File: src/rtl/fetch_sequencer_pkg.sv
// -----------------------------------------------------------------------------
// fetch_sequencer_pkg
//   Shared definitions for the instruction fetch/sequencing engine:
//   default widths, the sequencer state encoding and the opcode values
//   that the Control decoder recognises.
// -----------------------------------------------------------------------------
package fetch_sequencer_pkg;

  localparam int PC_W     = 10;
  localparam int INSTR_W  = 16;
  localparam int OFFSET_W = 8;
  localparam int CNT_W    = 16;
  localparam int OPC_W    = 4;

  typedef enum logic [1:0] {
    IDLE   = 2'd0,
    FETCH  = 2'd1,
    EXEC   = 2'd2,
    HALTED = 2'd3
  } fetch_state_t;

  localparam logic [OPC_W-1:0] kOP_LOAD  = 4'd0;
  localparam logic [OPC_W-1:0] kOP_ADDI  = 4'd1;
  localparam logic [OPC_W-1:0] kOP_STORE = 4'd2;
  localparam logic [OPC_W-1:0] kOP_BEQZ  = 4'd3;
  localparam logic [OPC_W-1:0] kOP_HALT  = 4'd15;

endpackage

File: src/rtl/fetch_sequencer_pc_next.sv
// -----------------------------------------------------------------------------
// fetch_sequencer_pc_next
//   Combinational next-PC computation.
//   Ports:
//     i_pc      current PC (address of the executing instruction)
//     i_offset  signed branch offset taken from the IR
//     i_take    1 = branch taken (BRANCH & ZERO), 0 = sequential
//     o_pc_next PC+1 or PC+sext(offset), modulo 2^PC_W
// -----------------------------------------------------------------------------
module fetch_sequencer_pc_next
  import fetch_sequencer_pkg::*;
#(
  parameter int P_PC_W     = PC_W,
  parameter int P_OFFSET_W = OFFSET_W
) (
  input  logic [P_PC_W-1:0]     i_pc,
  input  logic [P_OFFSET_W-1:0] i_offset,
  input  logic                  i_take,
  output logic [P_PC_W-1:0]     o_pc_next
);

  logic [P_PC_W-1:0] w_offset_sext;
  logic [P_PC_W-1:0] w_pc_seq;
  logic [P_PC_W-1:0] w_pc_branch;

  // Sign-extend the offset bit by bit; bits above the offset width copy its MSB.
  for (genvar gi = 0; gi < P_PC_W; gi++) begin : g_sext
    if (gi < P_OFFSET_W) begin : g_low
      assign w_offset_sext[gi] = i_offset[gi];
    end else begin : g_high
      assign w_offset_sext[gi] = i_offset[P_OFFSET_W-1];
    end
  end

  // Both sums drop the carry out, so targets wrap around the address space.
  assign w_pc_seq    = i_pc + {{(P_PC_W-1){1'b0}}, 1'b1};
  assign w_pc_branch = i_pc + w_offset_sext;
  assign o_pc_next   = i_take ? w_pc_branch : w_pc_seq;

endmodule

File: src/rtl/fetch_sequencer.sv
// -----------------------------------------------------------------------------
// fetch_sequencer
//   Multi-cycle fetch/sequencing engine. Owns PC and IR, fetches from IMEM
//   over a req/valid handshake, presents one instruction per EXEC window and
//   advances the PC sequentially or by a relative branch.
//   Ports:
//     clk, rst_n          clock (rising edge), asynchronous active-low reset
//     i_start/_addr       start pulse and initial PC (honoured in IDLE/HALTED)
//     o_imem_req/_addr    fetch request (held until valid) and address (= PC)
//     i_imem_valid/_rdata fetched instruction strobe and data
//     o_opcode, o_instr   IR opcode field and full IR
//     o_instr_valid       IR is executing this cycle
//     i_branch, i_halt    decoder outputs, sampled in EXEC
//     i_zero              ALU zero flag, qualifies branches
//     i_stall             hold EXEC (PC, IR, counter frozen)
//     o_pc                current PC
//     o_done              program halted, held until next start
//     o_retired           saturating retired-instruction count
// -----------------------------------------------------------------------------
module fetch_sequencer
  import fetch_sequencer_pkg::*;
#(
  parameter int P_PC_W     = PC_W,
  parameter int P_INSTR_W  = INSTR_W,
  parameter int P_OFFSET_W = OFFSET_W,
  parameter int P_CNT_W    = CNT_W
) (
  input  logic                 clk,
  input  logic                 rst_n,
  input  logic                 i_start,
  input  logic [P_PC_W-1:0]    i_start_addr,
  output logic                 o_imem_req,
  output logic [P_PC_W-1:0]    o_imem_addr,
  input  logic                 i_imem_valid,
  input  logic [P_INSTR_W-1:0] i_imem_rdata,
  output logic [OPC_W-1:0]     o_opcode,
  output logic [P_INSTR_W-1:0] o_instr,
  output logic                 o_instr_valid,
  input  logic                 i_branch,
  input  logic                 i_halt,
  input  logic                 i_zero,
  input  logic                 i_stall,
  output logic [P_PC_W-1:0]    o_pc,
  output logic                 o_done,
  output logic [P_CNT_W-1:0]   o_retired
);

  fetch_state_t         r_state;
  logic [P_PC_W-1:0]    r_pc;
  logic [P_INSTR_W-1:0] r_ir;
  logic [P_CNT_W-1:0]   r_retired;
  logic                 r_imem_req;
  logic                 r_instr_valid;
  logic                 r_done;

  logic [P_PC_W-1:0]    w_pc_next;
  logic                 w_take;

  assign w_take = i_branch & i_zero;

  fetch_sequencer_pc_next #(
    .P_PC_W     (P_PC_W),
    .P_OFFSET_W (P_OFFSET_W)
  ) u_pc_next (
    .i_pc      (r_pc),
    .i_offset  (r_ir[P_OFFSET_W-1:0]),
    .i_take    (w_take),
    .o_pc_next (w_pc_next)
  );

  // Single-process FSM; the handshake/status outputs are registered so they
  // change together with the state and are all zero while in reset.
  always_ff @(posedge clk or negedge rst_n) begin
    if (!rst_n) begin
      r_state       <= IDLE;
      r_pc          <= '0;
      r_ir          <= '0;
      r_retired     <= '0;
      r_imem_req    <= 1'b0;
      r_instr_valid <= 1'b0;
      r_done        <= 1'b0;
    end else begin
      case (r_state)
        IDLE, HALTED: begin
          if (i_start) begin
            r_pc       <= i_start_addr;
            r_retired  <= '0;
            r_done     <= 1'b0;
            r_imem_req <= 1'b1;
            r_state    <= FETCH;
          end
        end
        FETCH: begin
          if (i_imem_valid) begin
            r_ir          <= i_imem_rdata;
            r_imem_req    <= 1'b0;
            r_instr_valid <= 1'b1;
            r_state       <= EXEC;
          end
        end
        EXEC: begin
          if (!i_stall) begin
            r_instr_valid <= 1'b0;
            // Counter sticks at all-ones instead of wrapping.
            if (r_retired != {P_CNT_W{1'b1}}) begin
              r_retired <= r_retired + {{(P_CNT_W-1){1'b0}}, 1'b1};
            end
            // HALT wins over BRANCH; the PC stays on the halting instruction.
            if (i_halt) begin
              r_done  <= 1'b1;
              r_state <= HALTED;
            end else begin
              r_pc       <= w_pc_next;
              r_imem_req <= 1'b1;
              r_state    <= FETCH;
            end
          end
        end
        default: begin
          r_state <= IDLE;
        end
      endcase
    end
  end

  assign o_imem_req    = r_imem_req;
  assign o_imem_addr   = r_pc;
  assign o_pc          = r_pc;
  assign o_instr       = r_ir;
  assign o_opcode      = r_ir[P_INSTR_W-1 -: OPC_W];
  assign o_instr_valid = r_instr_valid;
  assign o_done        = r_done;
  assign o_retired     = r_retired;

endmodule

File: config.mk
export PLATFORM = sky130hd
export DESIGN_NAME = fetch_sequencer
export DESIGN_NICKNAME = d
export VERILOG_FILES = /design/src/rtl/fetch_sequencer_pkg.sv /design/src/rtl/fetch_sequencer_pc_next.sv /design/src/rtl/fetch_sequencer.sv
export SDC_FILE = /design/constraint.sdc
export NUM_CORES = 1
export LEC_CHECK = 0
export ABC_AREA = 1
export CORE_ASPECT_RATIO = 0.8
export CORE_MARGIN = 4
export CORE_UTILIZATION = 48
export DETAILED_ROUTE_END_ITERATION = 16
export HOLD_SLACK_MARGIN = 0.08
export PLACE_DENSITY = 0.84
export SYNTH_ARGS = -nofsm -noshare
export SYNTH_HDL_FRONTEND = slang
export SYNTH_SLANG_ARGS = --single-unit
File: constraint.sdc
create_clock -name clk -period 3.2 [get_ports clk]
set_input_delay 0.48 -clock clk [delete_from_list [all_inputs] [get_ports clk]]
set_output_delay 0.48 -clock clk [all_outputs]
set_load 0.02 [all_outputs]
# Word level (Yosys, flattened, before mapping)

Index checks and enable logic that the tools add are counted.
W data, S select, Z words.

Logic and storage cells: 58
Output and inout bits: 59
Input bits: 34
Bits in registers: 47

Bitwise logic cells: 1
Reductions and logical operators: 11
Equal/unequal tests: 10
Add/sub/neg operators: 3
Multiplexer cells: 26

Operator list:

| cell                    | number |
|---|---|
| $mux W16                | 3 |
| $mux W10                | 4 |
| $pmux W16 S2            | 1 |
| $pmux W10 S2            | 1 |
| $add A16 B1 Y16 const B | 1 |
| $ne A16 B16 Y1 const B  | 1 |
| $reduce_and A4 Y1       | 4 |
| $ne A2 B2 Y1 const B    | 6 |
| $add A10 B1 Y10 const B | 1 |
| $add A10 B10 Y10        | 1 |
| $mux W1                 | 9 |
| $mux W2                 | 4 |
| $pmux W2 S3             | 1 |
| $reduce_and A3 Y1       | 2 |
| $eq A2 B2 Y1 const B    | 2 |
| $pmux W1 S2             | 2 |
| $reduce_bool A2 Y1      | 2 |
| $pmux W1 S3             | 1 |
| $eq A2 B1 Y1 const B    | 1 |
| $logic_not A2 Y1        | 1 |
| $reduce_and A2 Y1       | 1 |
| $reduce_or A2 Y1        | 1 |
| $and A1 B1 Y1           | 1 |

# Depth between registers and ports, before layout

Gate-level depths: netlist of run 1.

Depth in word-level cells: 5
Gate-level depth with buffers: 13
Depth with buffers taken out: 13

# Hierarchy

From an unflattened synthesis of run 1, not the netlist that was laid out.

Cells, all modules: 383
Area, all modules: 3057.9 um^2

By module, submodules not included:

| module                  | area each (um^2) | cells an instance | seq. area each (um^2) | times used |
|---|---|---|---|---|
| fetch_sequencer         | 2524.9           | 282               | 1176.1                | 1 |
| fetch_sequencer_pc_next | 533.0            | 101               | 0.0                   | 1 |

# Worst setup path after synthesis of run 1

OpenSTA, ideal clock, no wires.

Kind: input -> register
From: input port i_branch
To: register r_pc[6] (netlist: o_imem_addr[6])
Data arrival time: 2.021 ns
Data required time: 3.084 ns
Path buffers: 0
Stages on the path: 11
Slack: 1.063 ns
Library setup time: 0.116 ns
Path through: nand2_1 -> or2_2 -> ha_1 -> fa_1 -> nand2_1 -> nand3_1 -> nand3b_1 -> a21o_1 -> nand3_1 -> nand2_1 -> nand2_1

Longest elaborated chain between the ends: 5

RTL lines:

| element              | line                          | text |
|---|---|---|
| from (decl)          | fetch_sequencer.sv:39         | `input logic i_branch,` |
| $and A1 B1 Y1        | fetch_sequencer.sv:59         | `assign w_take = i_branch & i_zero;` |
| $mux W10             | fetch_sequencer_pc_next.sv:38 | `assign o_pc_next = i_take ? w_pc_branch : w_pc_seq;` |
| $mux W10             | fetch_sequencer.sv:109        | `if (i_halt) begin` |
| $mux W10             | fetch_sequencer.sv:102        | `if (!i_stall) begin` |
| $pmux W10 S2         | fetch_sequencer.sv:83         | `case (r_state)` |
| to (signal assigned) | fetch_sequencer.sv:86         | `r_pc <= i_start_addr;` |
| to (signal assigned) | fetch_sequencer.sv:113        | `r_pc <= w_pc_next;` |
| to (decl)            | fetch_sequencer.sv:49         | `logic [P_PC_W-1:0] r_pc;` |

Every way passes these cells. The select of a mux whose other input is x is not followed.
A chain may end at the register's enable or synchronous reset.

# Worst setup path in the final report of run 1

From: input port i_zero
To: register r_pc[6] (netlist: o_imem_addr[6])

Longest elaborated chain between the ends: 5

RTL lines:

| element       | line                          | text |
|---|---|---|
| from (decl)   | fetch_sequencer.sv:41         | `input logic i_zero,` |
| $and A1 B1 Y1 | fetch_sequencer.sv:59         |  |
| $mux W10      | fetch_sequencer_pc_next.sv:38 |  |
| $mux W10      | fetch_sequencer.sv:109        |  |
| $mux W10      | fetch_sequencer.sv:102        |  |
| $pmux W10 S2  | fetch_sequencer.sv:83         |  |

Every way passes these cells. The select of a mux whose other input is x is not followed.

==> impl_metrics.tcl, run 1 <==
set metrics [dict create \
    grt_use_met3 0.0597 \
    ys.flop_type "dfrtp_1" \
    synth_edf_count 0 \
    regToRegStartpoint "r_state[0]" \
    status "finished clean" \
    gr-total-overflow 0 \
    p_per_area_nw_per_um2 917 \
    cts_tree "yes" \
    start_util 0.505 \
    track_usage 0.201 \
    grt_pass1_wl_um 12600 \
    max-slew-margin-rel 0.297 \
    port_buffers 92 \
    drive_gt1_frac 0.0795 \
    critPathKind "in -> reg" \
    die-height_um 79.1 \
    cts-buffers-inserted 5 \
    nNetsFinal 525 \
    grtUsageMet2 0.317 \
    path_buf_inv 1 \
    rows 25 \
    holdWs_ns 0.345 \
    synthArstFlopShare 1.00 \
    root_buffer "clkbuf_8" \
    grt_pass1_vias 2630 \
    holdBufCountCts 0 \
    worst_slew_pin_slew_ns 1.05 \
    min_period_over_period 0.770 \
    leakagePower_uw 0.00185 \
    period_needed_ns 2.46 \
    cts_resized 0 \
    dr_total_vias 2810 \
    max_freq_mhz 406 \
    routed_via_density 5.03 \
    hpwl_um 5760 \
    avgSynthCellArea_um2 7.60 \
    first_pass_iters 4 \
    syn_inst 399 \
    grt_setup_unrepaired "false" \
    ant_nets 0 \
    antenna_found_initial 0 \
    hold_path_class "in -> async" \
    dp.cells 551 \
    antennaDiodeCount 0 \
    clock_sinks 47 \
    synthesis.area_um2 3030 \
    cp_max_fo 8 \
    ys_ff_latch 47 \
    core_um2 6010 \
    grt_max_degree 48 \
    mostFrequentLayoutCell "nand2_1" \
    pin_count 93 \
    hold_viol_final 0 \
    drt-total-wl_um 7480 \
    setup_viol 0 \
    drtIter0Drc 178 \
    worst_path_most_repeated_cell "nand2_1" \
    ys_seq_area_frac 0.388 \
    avgRoutedWirePerCell_um 13.4 \
    required_ns 3.42 \
    syn_nets 447 \
    finalNonFillerCells 559 \
    cp-end-kind "flip-flop" \
    final_cell_mix "nand2_1 (106), clkdlybuf4s50_1 (91), nor2_1 (60)" \
    place.gp.congestion 0.894 \
    yosysWarnings 0 \
    busiest_layer "met2" \
    die_w_um 96.9 \
    slowest_delay_ns 0.48 \
    cp-start-kind "primary input" \
    crit_family "simple AND/OR/NAND/NOR gates" \
    htreeDepth 2 \
    arrival_ns 2.68 \
    path_cells "clkdlybuf4s50_1, nand2_1, or2_2, ha_1, fa_1, nand2_1, nand3_1, nand3b_1, a21o_1, nand3_1, nand2_1, nand2_1" \
    clockBufferDepth 2 \
    clock_skew_ns 0.00521 \
    area_growth_pct 32.2 \
    ir_worst_vdd_mv 0.533 \
    clk_latency_ns 0.32 \
    cpMaxStageDelayCell "clkdlybuf4s50_1" \
    clk_pin_slew_worst_paths_ns 0.10 \
    max-cap-violations 0 \
    die-area_um2 7660 \
    drv_slew 0 \
    crit_start "i_zero" \
    cts_setup_buffers 0 \
    use_met1 0.268 \
    drcViolationCount 0 \
    fin_setup_tns_ns 0 \
    ys_types 32 \
]
[cell usage after synthesis (6+ instances only)]
cell type	number	area (µm²)
a21oi_1	18	90.1
inv_1	35	131
o21ai_0	9	45.0
nor2_1	60	225
nand2_1	106	398
buf_4	14	105
mux2_2	9	101
xor2_1	6	52.6
dfrtp_1	47	1180
ha_1	13	163
nand4_1	7	43.8
nand3_1	31	155
o21ai_2	7	61.3
[metrics by stage]
step | power, µW | utilization | instance area, µm² | setup WS (ns)
after floorplan | 2530 | - | 3030 | 1.06
after global placement | 3160 | 0.649 | 3900 | 0.469
after detailed placement | 3230 | 0.649 | 3900 | 0.409
after CTS | 3700 | 0.668 | 4010 | 0.746
after global routing | 3990 | 0.668 | 4010 | 0.542
final | 3680 | 0.668 | 4010 | 0.737
[cell families (layout without fill, tap and decap cells)]
kind of cell / after synthesis / count (layout) / synth area share
buffers and inverters: 59 / 138 / 0.100
and+or+nand+nor: 221 / 221 / 0.314
xor gates and xnor gates: 9 / 9 / 0.0260
muxes: 9 / 9 / 0.0334
AOI/OAI and AO/OA: 40 / 40 / 0.0784
adders and majority gates: 14 / 14 / 0.0602
DFF: 47 / 47 / 0.388
[where the power goes]
group	total, µW	switching (µW)	internal, µW
registers	988	183	805
clock network	465	229	236
logic	2230	1290	932
[registers in the layout, indices dropped and copies added (netlist names)]
register       count
o_imem_addr       10
o_instr_valid      1
o_imem_req         1
o_retired         16
o_instr           16
o_done             1
r_state            2
[metal layers]
layer / share of wire / vias to the layer above
li1: - / 1427
met1: 0.45 / 1292
met2: 0.46 / 82
met3: 0.076 / 9
met4: 0.012 / 0
met5: 0 / -
[cell type report]
cell class	count	area [µm²]
Sequential cell	47	1180
Multi-Input combinational cell	293	1550
Clock inverter	3	46.3
Clock buffer	5	68.8
Fill cell	502	1990
Inverter	36	135
Timing Repair Buffer	94	931
Tap cell	81	101
[worst paths after layout]
check,slack (ns),cells after the start,to
max,0.74,12,o_imem_addr[6]
min,0.34,1,o_retired[15]
max reg2reg,1.06,10,o_imem_addr[1]
min reg2reg,0.51,2,o_instr_valid
max in group asynchronous,2.21,1,o_retired[9]
min in group clk,0.51,2,o_instr_valid
Power figures use the tool's default switching activity.
==> inputs of run 2 (changes only) <==
- CORE_UTILIZATION: 48 -> 43
- PLACE_DENSITY: 0.84 -> 0.79
- clock period: 3.2 -> 2.1 ns (I/O delays scaled with it)
==> run 2 against run 1 <==
Sequential power up 52%; cell area up 4.8%; clock skew up 0.0038 ns.
==> impl_metrics.tcl, run 2 (same netlist as run 1, synthesis figures left out) <==
set metrics [dict create \
    fin_setup_tns_ns 0 \
    cp_max_fo 3 \
    cts_setup_buffers 0 \
    arrival_ns 2.20 \
    mostFrequentLayoutCell "nand2_1" \
    dp.cells 574 \
    start_util 0.442 \
    pin_count 93 \
    root_buffer "clkbuf_8" \
    dr_total_vias 2873 \
    cp-start-kind "flip-flop" \
    grt_pass1_wl_um 13400 \
    setup_viol 0 \
    avgRoutedWirePerCell_um 14.0 \
    clk_pin_slew_worst_paths_ns 0.10 \
    leakagePower_uw 0.00195 \
    min_period_over_period 0.955 \
    layout.area.seq_um2 1180 \
    drcViolationCount 0 \
    cts_tree "yes" \
    ir_worst_vdd_mv 0.730 \
    area_growth_pct 38.6 \
    htreeDepth 2 \
    drtIter0Drc 134 \
    fin_total_pwr_uw 5810 \
    die-height_um 83.1 \
    ant_nets 0 \
    hpwl_um 6320 \
    p_per_area_nw_per_um2 1380 \
    r2r_end "o_imem_addr[6]" \
    placed_area_um2 4030 \
    crit_start "o_instr[0]" \
    layout_setup_ws_ns 0.0947 \
    nNetsFinal 542 \
    clock_sinks 47 \
    die_w_um 102 \
    gr-total-overflow 0 \
    multi_input_area_um2 1620 \
    cp-end-kind "flip-flop" \
    finalNonFillerCells 582 \
    required_ns 2.30 \
    track_usage 0.196 \
    drv_slew 0 \
    antenna_found_initial 0 \
    die-area_um2 8470 \
    cts-buffers-inserted 5 \
    fillCellCount 627 \
    period_needed_ns 2.01 \
    grt_pass1_vias 2831 \
    routed_via_density 4.94 \
    reg2reg_depth 10 \
    grt_max_degree 32 \
    endpoint "o_imem_addr[6]" \
    max-cap-violations 0 \
    hold_viol_final 0 \
    antennaDiodeCount 0 \
    place.gp.congestion 0.860 \
    clock_skew_ns 0.00906 \
    final_cell_mix "nand2_1 (103), clkdlybuf4s50_1 (89), nor2_1 (57)" \
    port_buffers 92 \
    design_area_um2 4210 \
    status "finished clean" \
    worst_slew_pin_slew_ns 0.744 \
    rows 27 \
    regToRegStartpoint "o_instr[0]" \
    max-slew-margin-rel 0.504 \
    first_pass_iters 4 \
    critPathKind "reg -> reg" \
    core_um2 6860 \
    max_freq_mhz 499 \
    grt_setup_unrepaired "false" \
    hold_path_class "in -> async" \
    clockBufferDepth 2 \
    holdBufCountCts 0 \
    r2r_slack_ns 0.09 \
    drive_gt1_frac 0.139 \
    clk_latency_ns 0.30 \
    dp_slack_ns -0.479 \
    drt-total-wl_um 8120 \
]
==> run 2: cell types whose count changed in the layout (fill, tap and decap cells not counted), moves of 3 or more <==
cell	change
buf_4	+17
nand2_1	-3
nand2_2	+3
nor2_1	-3
==> run 2: report_power, final <==
group | total (µW) | internal (µW) | leakage [µW] | switching, µW
clock | 595 | 270 | 0.0000516 | 325
combinational | 3710 | 1620 | 0.00132 | 2090
sequential | 1500 | 1230 | 0.000580 | 275
total | 5810 | 3120 | 0.00195 | 2690
==> run 2: layout make-up <==
| type | count | area share |
|---|---|---|
| multi-input cells | 293 | 0.386 |
| flip-flops and latches | 47 | 0.280 |
| repair buffers | 111 | 0.253 |
| inverters | 36 | 0.0330 |
| well taps | 87 | 0.0259 |
| clock buffers | 6 | 0.0196 |
| clock inverters | 2 | 0.00327 |
==> run 2: per-stage QoR <==
stage / utilization / hold slack [ns]
floorplan: - / 0.0194
global placement: 0.588 / 0.418
detailed placement: 0.588 / 0.421
CTS: 0.604 / 0.0876
global route: 0.613 / 0.120
finish: 0.613 / 0.0677
==> run 2: per-layer routing <==
metal	wire length, µm	up-vias	track usage	share of wire
met3	503	8	0.0437	0.062
met1	3770	1337	0.265	0.46
met2	3750	72	0.316	0.46
li1	-	1456	-	-
met4	102	0	0.0524	0.013
met5	0	-	0	0
==> run 2: what timing repair did <==
| item | in CTS | in global routing |
|---|---|---|
| pin swaps | 3 | 3 |
| endpoints found under the setup margin | 3 | 18 |
| resized for setup | 5 | 15 |
==> run 2: worst min path at each step <==
stage,start,depth (start not counted),end
floorplan,rst_n,0,o_done
global placement,rst_n,1,o_imem_addr[7]
detailed placement,rst_n,1,o_imem_addr[5]
CTS,rst_n,1,o_imem_addr[1]
global route,rst_n,1,o_imem_addr[1]
finish,rst_n,1,o_imem_addr[1]
==> run 2: critical path, stage by stage, from the launching register on <==
cell and delay, ns:
dfrtp_1 0.41, or2_4 0.27, ha_4 0.17, fa_2 0.39, nand2_2 0.09, nand3_2 0.09, nand3b_1 0.13, a21o_1 0.13
nand3_1 0.07, nand2_1 0.10, nand2_1 0.06
==> edit: new RTL, flow settings as in run 2 <==
Make the reset (`rst_n`) synchronous in one clocked block. Comments in the files are not updated.
--- a/src/rtl/fetch_sequencer.sv
+++ b/src/rtl/fetch_sequencer.sv
@@ -70,7 +70,7 @@
 
   // Single-process FSM; the handshake/status outputs are registered so they
   // change together with the state and are all zero while in reset.
-  always_ff @(posedge clk or negedge rst_n) begin
+  always_ff @(posedge clk) begin
     if (!rst_n) begin
       r_state       <= IDLE;
       r_pc          <= '0;
Check against the original RTL: differs if rst_n is asserted again (counterexample within 4 cycles, from zero or initial values and one cycle with rst_n low); with rst_n held inactive, the same outputs for 10 cycles.
==> edit against run 2 <==
Critical path depth did not move. Die area fell by 7.0%. Via count rose by 1.8%. Worst setup slack improved by 47 ps. Routed wire length fell by 5.9%. Sequential cell count did not move. Area after synthesis fell by 7.7%. Final area fell by 6.1%. Core utilization rose by 0.91 points. Highest routed layer unchanged.
Power is not compared: it rests on default switching activity, and its combinational part moved more than twofold at a synthesized area within 25%.
==> edit: results (changes against run 2) <==
| Metric | Value |
|---|---|
| Outcome | `complete, no violations (unchanged)` |
| R2r startpoint | `o_instr[0] (unchanged)` |
| Diodes inserted | `0 (unchanged)` |
| Port Buf Inserts | `92 (unchanged)` |
| Synth area leaders | `dfxtp_1, nand2_1, nor2_1 (was dfrtp_1, nand2_1, nor2_1)` |
| Worst setup path end | `o_imem_addr[6] (unchanged)` |
| CP arrival | `2160 ps (was 2200 ps)` |
| Pin count of the biggest net entering global routing | `25 (was 32)` |
| Slew of the pin with the lowest slew margin | `448 ps (was 744 ps)` |
| Tot GR Track Use | `19.2% (was 19.6%)` |
| Global-route wire length before repair | `12400 um (was 13400 um)` |
| Distinct cell type count after synthesis | `36 (was 32)` |
| Critical path's slowest cell | `fa_2 (was dfrtp_1)` |
| # H-tree levels | `2 (unchanged)` |
| Total Die Area | `7880 um2 (was 8470 um2)` |
| Synth warnings | `0 (unchanged)` |
| Top achievable clock speed | `0.511 GHz (was 0.499 GHz)` |
| Post-synth ARST share | `0% (was 100%)` |
| DRT iter0 DRCs | `128 (was 134)` |
| Fin nets | `557 (was 542)` |
| Routability congestion estimate | `0.908 (was 0.860)` |
| Final setup skew | `11.7 ps (was 9.06 ps)` |
| Clk buf depth | `2 (unchanged)` |
| Max FO, Critical Path | `2 (was 3)` |
| Final wirelength | `7640 um (was 8120 um)` |
| Synth top cells by count | `nand2_1, nor2_1, inv_1 (was nand2_1, nor2_1, dfrtp_1)` |
| Hold Path Class | `reg -> reg (was in -> async)` |
| Final HPWL DP | `5880 um (was 6320 um)` |
| Worst R2R Path Depth | `10 (unchanged)` |
| Vias in the first global route | `2683 (was 2831)` |
| Worst slack, placed | `-558 ps (was -479 ps)` |
| Synthesized Nets | `466 (was 447)` |
| Post-synthesis sequential area ratio | `33.6% (was 38.8%)` |
| Num CTS Buffers | `5 (unchanged)` |
| Hold Path Depth | `2` |
| Placed Area | `3770 um2 (was 4030 um2)` |
| Layout cells sized above 1 | `8.82% (was 13.9%)` |
| Kind of cell adding the most delay to the critical path | `simple AND/OR/NAND/NOR gates (unchanged)` |
| CP peak stage delay | `360 ps (was 410 ps)` |
| Clock Latency Late Sink | `310 ps` |
| Flop2flop setup slack | `140 ps (was 90 ps)` |
| DR vias | `2926 (was 2873)` |
| Clk root buf | `clkbuf_8 (unchanged)` |
| P_leak | `1.63 nW` |
[edit: worst min-delay path by stage]
stage,from,endpoint,slack (ps)
3_5_place_dp,o_done,o_done,460
6_report,o_done,o_done,470
5_1_grt,o_imem_req,o_imem_req,510
4_1_cts,o_done,o_done,470
2_1_floorplan,rst_n,o_imem_addr[0],450
3_3_place_gp,o_instr[3],o_instr[3],460
[edit: metrics by stage]
step	util (%)	instances
6_report	62.2	594
5_1_grt	62.2	594
4_1_cts	62.2	594
3_5_place_dp	59.5	584
3_3_place_gp	59.5	584
2_1_floorplan	-	418
[edit: timing repair]
item / 4_1_cts / 5_1_grt
setup buffers: 2 / 0
gates resized for setup: 10 / 0
endpoints found under the setup margin: 4 / 0
[edit: power by group]
group | total, mW | internal (mW) | switching, mW
Sequential | 1.08 | 0.990 | 0.0928
Clock | 0.803 | 0.476 | 0.326
Combinational | 1.17 | 0.524 | 0.645
Total | 3.05 | 1.99 | 1.06
[edit: cells by family after synthesis]
family          Yosys count  synth area share [%]
fa+ha+maj                14                  6.52
xor+xnor                  6                  1.88
simple gates            195                  30.2
buf+inv                  77                  12.8
compound gates           79                  15.0
flops                    47                  33.6
[edit: worst reg2reg max path, delay by kind of cell (launching register included)]
family                     cells  cell delay [ps]
and+or+nand+nor                6              880
adders and majority gates      2              520
DFF                            1              340
AOI/OAI and AO/OA              2              130
[edit: cell type report]
cell class                      instances  area, um2
Fill cell                             568       2400
Multi-Input combinational cell        294       1530
Timing Repair Buffer                  108       1040
Sequential cell                        47        941
Inverter                               53        199
Tap cell                               84        105
Clock buffer                            6       72.6
Clock inverter                          2       60.1
[edit: layer usage]
| metal | wire length, um | GRT usage (%) | up-vias |
|---|---|---|---|
| li1 | - | - | 1506 |
| met1 | 3510 | 25.1 | 1335 |
| met2 | 3650 | 32.5 | 80 |
| met3 | 417 | 4.17 | 5 |
| met4 | 69 | 4.50 | 0 |
| met5 | 0 | 0 | - |
